## src/rtl/mem_arbiter.sv

```systemverilog
// Two-port arbiter sharing a synchronous 256x16 RAM plus LED/switch registers.
// Round-robin grant in IDLE, then a fixed ISSUE -> (RD_WAIT) -> ACK sequence.
module mem_arbiter #(
  parameter int              AW       = 9,
  parameter int              DW       = 16,
  parameter int              RAM_AW   = 8,
  parameter logic [AW-1:0]   LED_ADDR = 9'h100,
  parameter logic [AW-1:0]   SW_ADDR  = 9'h140
) (
  input  logic              clk,
  input  logic              reset_n,
  input  logic              a_req,
  input  logic              a_we,
  input  logic [AW-1:0]     a_addr,
  input  logic [DW-1:0]     a_wdata,
  output logic              a_ack,
  output logic [DW-1:0]     a_rdata,
  input  logic              b_req,
  input  logic              b_we,
  input  logic [AW-1:0]     b_addr,
  input  logic [DW-1:0]     b_wdata,
  output logic              b_ack,
  output logic [DW-1:0]     b_rdata,
  output logic [RAM_AW-1:0] ram_addr,
  output logic              ram_we,
  output logic [DW-1:0]     ram_wdata,
  input  logic [DW-1:0]     ram_rdata,
  input  logic [7:0]        sw_in,
  output logic [7:0]        ledr_out,
  output logic              busy,
  output logic              owner
);
  localparam int RAM_WORDS = 1 << RAM_AW;

  typedef enum logic [1:0] {IDLE, ISSUE, RD_WAIT, ACK} state_t;
  typedef struct packed {
    logic          we;
    logic [AW-1:0] addr;
    logic [DW-1:0] wdata;
  } req_t;

  state_t        state;
  req_t          a_r, b_r, sel;
  logic          grant_b, sel_in_ram, cur_in_ram, cur_we;
  logic [AW-1:0] cur_addr;
  logic [DW-1:0] rd_val;

  assign a_r = '{we: a_we, addr: a_addr, wdata: a_wdata};
  assign b_r = '{we: b_we, addr: b_addr, wdata: b_wdata};

  // On a tie the port that did not hold the last grant wins.
  assign grant_b    = b_req && (!a_req || !owner);
  assign sel        = grant_b ? b_r : a_r;
  assign sel_in_ram = int'(sel.addr) < RAM_WORDS;
  assign cur_in_ram = int'(cur_addr) < RAM_WORDS;

  always_comb begin
    rd_val = '0;
    if (cur_in_ram)              rd_val = ram_rdata;
    else if (cur_addr == SW_ADDR) rd_val = DW'(sw_in);
  end

  always_ff @(posedge clk or negedge reset_n) begin
    if (!reset_n) begin
      state     <= IDLE;
      cur_we    <= 1'b0;
      cur_addr  <= '0;
      a_ack     <= 1'b0;
      b_ack     <= 1'b0;
      a_rdata   <= '0;
      b_rdata   <= '0;
      ram_addr  <= '0;
      ram_we    <= 1'b0;
      ram_wdata <= '0;
      ledr_out  <= '0;
      busy      <= 1'b0;
      owner     <= 1'b1;
    end else begin
      a_ack  <= 1'b0;
      b_ack  <= 1'b0;
      ram_we <= 1'b0;
      case (state)
        IDLE: if (a_req || b_req) begin
          // RAM controls are registered here so they are stable throughout ISSUE.
          owner     <= grant_b;
          cur_we    <= sel.we;
          cur_addr  <= sel.addr;
          ram_addr  <= sel.addr[RAM_AW-1:0];
          ram_wdata <= sel.wdata;
          ram_we    <= sel.we && sel_in_ram;
          busy      <= 1'b1;
          state     <= ISSUE;
        end
        ISSUE: begin
          if (cur_we) begin
            if (cur_addr == LED_ADDR) ledr_out <= ram_wdata[7:0];
            a_ack <= !owner;
            b_ack <= owner;
            state <= ACK;
          end else begin
            state <= RD_WAIT;
          end
        end
        RD_WAIT: begin
          if (owner) b_rdata <= rd_val;
          else       a_rdata <= rd_val;
          a_ack <= !owner;
          b_ack <= owner;
          state <= ACK;
        end
        ACK: begin
          busy  <= 1'b0;
          state <= IDLE;
        end
        default: state <= IDLE;
      endcase
    end
  end
endmodule

```

## config.mk

```make
export PLATFORM = sky130hd
export DESIGN_NAME = mem_arbiter
export DESIGN_NICKNAME = d
export VERILOG_FILES = /design/src/rtl/mem_arbiter.sv
export SDC_FILE = /design/constraint.sdc
export NUM_CORES = 1
export LEC_CHECK = 0
export CAP_MARGIN = 20
export CORE_ASPECT_RATIO = 0.7
export CORE_MARGIN = 10
export CORE_UTILIZATION = 45
export DETAILED_ROUTE_END_ITERATION = 10
export HOLD_SLACK_MARGIN = 0.06
export PLACE_DENSITY = 0.91
export SLEW_MARGIN = 20
export SYNTH_ARGS = -nofsm -noshare
export SYNTH_HDL_FRONTEND = slang
export SYNTH_SLANG_ARGS = --single-unit
```

## constraint.sdc

```tcl
create_clock -name clk -period 2.71 [get_ports clk]
set_input_delay 0.6775 -clock clk [delete_from_list [all_inputs] [get_ports clk]]
set_output_delay 0.6775 -clock clk [all_outputs]
set_load 0.01 [all_outputs]
```

# Word level (Yosys, flattened, before mapping)

Cells that the tools add are included.
Widths: inputs -> output; s select.

Flip-flop bits (word level): 81
Output and inout port bits: 69

$lt $le $gt $ge: 2
Equal/unequal tests: 6
Mux-type cells: 14
Bitwise gates (word level): 1
Reduce and logical (&&, ||, !) cells: 13

Operators by type and width:

| operator           | count |
|---|---|
| $mux 26            | 1 |
| $eq 9x9->1 const B | 2 |
| $lt 9x9->1 const B | 2 |
| $mux 16            | 1 |
| $mux 8             | 1 |
| $pmux 2 s4         | 1 |
| $reduce_and 2->1   | 4 |
| $mux 1             | 6 |
| $pmux 1 s2         | 3 |
| $eq 2x2->1 const B | 2 |
| $reduce_and 3->1   | 1 |
| $eq 2x1->1 const B | 1 |
| $logic_and 1x1->1  | 2 |
| $logic_not 1->1    | 2 |
| $logic_not 2->1    | 1 |
| $logic_or 1x1->1   | 2 |
| $mux 2             | 1 |
| $ne 2x2->1 const B | 1 |
| $reduce_bool 2->1  | 1 |
| $not 1->1          | 1 |

# Logic depth before layout (Yosys ltp)

Word-level depth: 8
Depth in mapped cells: 7

# Least setup slack after synthesis

Ideal clock, no wire load.

Path kind: input to register
From: input b_req
To: register cur_we
Arrival: 1.533 ns
Path slack: 1.044 ns
Cell stages on the path: 5
Buffers on the path: 2
Path through: a21boi_0 buf_2 buf_4 mux2i_1 o21ai_0

Longest elaborated chain between the ends: 2

RTL lines:

| item                                                  | RTL line | source |
|---|---|---|
| from (decl)                                           | 18       | `input logic b_req,` |
| $logic_and 1x1->1 or $logic_or 1x1->1 (tied branches) | 52, 83   |  |
| $mux 26 or $reduce_and 2->1 (tied branches)           | n/a      |  |
| to (signal assigned)                                  | 86       | `cur_we <= sel.we;` |
| to (decl)                                             | 44       | `logic grant_b, sel_in_ram, cur_in_ram, cur_we;` |

Parallel ways exist; a longest one is shown, timed or not.
A chain may end at the register's enable or synchronous reset.

# Worst setup path in the final report

From: register owner
To: output owner

RTL lines:

| item                   | RTL line | source |
|---|---|---|
| from (decl)            | 31       | `output logic owner` |
| from (signal assigned) | 85       | `owner <= grant_b;` |

No word-level cell between the ends.

==> flow_metrics.py <==
metrics = {
    "timing": {
        "timing.final.crit_share": 0.826,
        "worstMarginPinSlew_ns": 0.908,
        "post-route-min-period_ns": 2.24,
        "finalSetupViolations": 0,
        "hold_viol_final": 0,
        "drv_slew": 0,
        "tns_ns": 0,
        "fmax_mhz": 447,
        "rsz0062_at_grt": "no",
        "fin_skew_ns": 0.0165,
        "slew_headroom": 0.395,
    },
    "grt": {
        "grtUsageMet2": 0.276,
        "grtUsageMet1": 0.201,
        "grt_max_degree": 74,
        "busiest_layer": "met2",
        "track_usage": 0.178,
        "grt_pass1_wl_um": 15800,
        "antenna_found_initial": 0,
        "use_met3": 0.119,
        "grt_pass1_vias": 2936,
        "grt_overflow_total": 0,
    },
    "logic_synthesis": {
        "synth_enable_flop_cells": 0,
        "synth_ff_type": "dfrtp_1",
        "yosys_register_bits": 73,
        "postSynthCellCount": 306,
        "yosys_warnings": 0,
        "ys_seq_area_frac": 0.557,
        "ys_async_sr_fraction": 1.00,
        "synth_area_sq_mm": 0.00328,
        "avgSynthCellArea_sq_um": 10.7,
        "netlist-cell-type-count": 30,
        "syn_nets": 391,
    },
    "power_and_ir_drop": {
        "seqPwrFrac": 0.371,
        "clkPwrFrac": 0.154,
        "pwr-share-comb": 0.475,
        "peakVddDrop_v": 0.000536,
        "internal-power_mw": 3.27,
        "pwr_density_cell_mw_per_mm2": 1050,
        "switchingPower_mw": 1.97,
        "power.leakage_nw": 2.19,
        "p_sw_frac": 0.375,
    },
    "final_layout": {
        "mostFrequentLayoutCell": "clkdlybuf4s50_1",
        "final_layout_size_suffix_gt1_frac": 0.0824,
        "nets": 529,
        "fillers": 501,
        "fin_util": 0.725,
        "diodes": 0,
        "layout_common_cells": "147 x clkdlybuf4s50_1, 72 x dfrtp_1, 43 x o21ai_0, 43 x nand2_1, 26 x mux2i_1",
        "syn_to_final_growth_pct": 52.7,
    },
    "cts": {
        "cts_sinks": 73,
        "root_buffer": "clkbuf_8",
        "clkTransAtPathRegs_ns": 0.08,
        "post_cts_buffers": 0,
        "htreeDepth": 3,
        "cts_tree": "done",
        "cts_buffer_depth": 2,
        "cts_buffers": 9,
        "cts_resized": 0,
        "cts_hold_buf": 0,
        "clock_latency_ns": 0.35,
    },
    "detailed_routing": {
        "wl_per_cell_um": 18.5,
        "drt_first_pass_iters": 4,
        "drt_iter0_drc": 176,
        "final_antenna_net_count": 0,
        "viasPerCell": 5.06,
        "drt_wl_total_um": 10000,
        "drc": 0,
        "vias": 2749,
    },
    "worst_hold_path": {
        "hold_path_class": "input port to asynchronous set/reset pin",
    },
    "critical_path": {
        "crit_cells": 1,
        "rr_worst_depth": 4,
        "critPathCaptureType": "output pin",
        "cp_cell_sequence": "clkdlybuf4s50_1",
        "arrival_ns": 1.56,
        "r2r_start": "state[0]",
        "crit_type": "flop to output pin",
        "critical_path_buf_inv_count": 1,
        "cp.required_ns": 2.03,
        "rrSetupSlack_ns": 0.82,
        "crit_slowest_cell": "dfstp_2",
        "cp_top_family": "flip-flops",
        "rr_endpoint": "state[1]",
        "cp-start-kind": "flop",
        "startpoint": "owner",
        "critical_path.max_fanout": 10,
        "cp-endpoint": "owner",
        "max_stage_delay_ns": 0.64,
    },
    "run_status": {
        "run_status": "completed",
    },
    "place": {
        "place.gp.congestion": 0.800,
        "port_buffers": 148,
        "dpl.hpwl_um": 7730,
    },
    "die": {
        "die_area_sq_mm": 0.0112,
        "dieWidth_um": 122,
        "ios": 149,
        "die_y_um": 91.4,
        "start_util": 0.474,
        "coreArea_sq_mm": 0.00691,
        "rows": 25,
    },
    "run": {
        "drv_cap": 0,
    },
}
==> registers in the layout, summed over array words and instances, names as in the netlist, 2 cells and up <==
register,cells
cur_addr,2
a_rdata,16
b_rdata,16
state,2
ledr_out,8
ram_addr,7
ram_wdata,16
==> layer usage <==
| metal | wire length [um] | up-vias |
|---|---|---|
| li1 | - | 1321 |
| met1 | 3920 | 1277 |
| met2 | 4490 | 143 |
| met3 | 1520 | 8 |
| met4 | 87 | 0 |
| met5 | 0 | - |
==> area by class of cell <==
cell class	instances	area [sq um]	area share
clock buffer	11	151	0.0302
inverter	4	15.0	0.00300
tap	94	118	0.0235
timing repair buffer	152	1530	0.306
multi-input combinational	204	1330	0.265
sequential	73	1830	0.365
clock inverter	5	37.5	0.00749
==> stage by stage <==
| stage | power (mW) | worst slack (ns) | hold WS [ns] | area, sq um | cells |
|---|---|---|---|---|---|
| final | 5.24 | 0.472 | 0.457 | 5010 | 543 |
| after global routing | 5.62 | 0.399 | 0.516 | 5010 | 543 |
| after CTS | 5.30 | 0.447 | 0.485 | 5010 | 543 |
| after detailed placement | 4.48 | 0.408 | 0.470 | 4820 | 527 |
| after global placement | 4.35 | 0.458 | 0.461 | 4820 | 527 |
| after floorplan | 3.13 | 1.04 | 0.382 | 3280 | 306 |
==> worst min path at each step <==
stage	start	endpoint	slack (ns)	depth (start not counted)
after global routing	reset_n	b_rdata[11]	0.52	1
after detailed placement	cur_we	cur_we	0.47	2
after global placement	ram_wdata[8]	ram_wdata[8]	0.46	2
after CTS	reset_n	b_rdata[10]	0.49	1
final	reset_n	b_rdata[10]	0.46	1
after floorplan	reset_n	a_ack	0.38	0
==> power by group through the flow <==
stage / logic (mW) / registers (mW) / clock network, mW
finish: 2.49 / 1.94 / 0.806
global route: 2.74 / 2.01 / 0.879
CTS: 2.53 / 1.95 / 0.827
detailed placement: 2.52 / 1.96 / 0
global placement: 2.43 / 1.93 / 0
floorplan: 1.07 / 2.05 / 0
==> synthesized netlist by cell type (4+ instances only) <==
library cell   n  area (sq um)
a41oi_1        6          52.6
mux2i_1       26           260
nand2b_1      11          68.8
ha_1           5          62.6
nand2_1       43           161
nor2_1        19          71.3
dfrtp_1       72          1800
mux2_2         9           101
inv_1          4          15.0
o21ai_0       43           215
a31oi_1        5          31.3
and2b_1        6          45.0
buf_4         10          75.1
a21oi_1       15          75.1
clkbuf_1      13          48.8
==> cells by family after synthesis <==
kind of cell,count (synthesis),synth area share
buffers and inverters,29,0.0454
AND/OR/NAND/NOR,91,0.145
multiplexers,35,0.110
adder cells (fa/ha/maj),5,0.0191
flip-flops,73,0.557
AO/OA/AOI/OAI,73,0.122
Note: power is estimated with default switching activity, not from simulation.
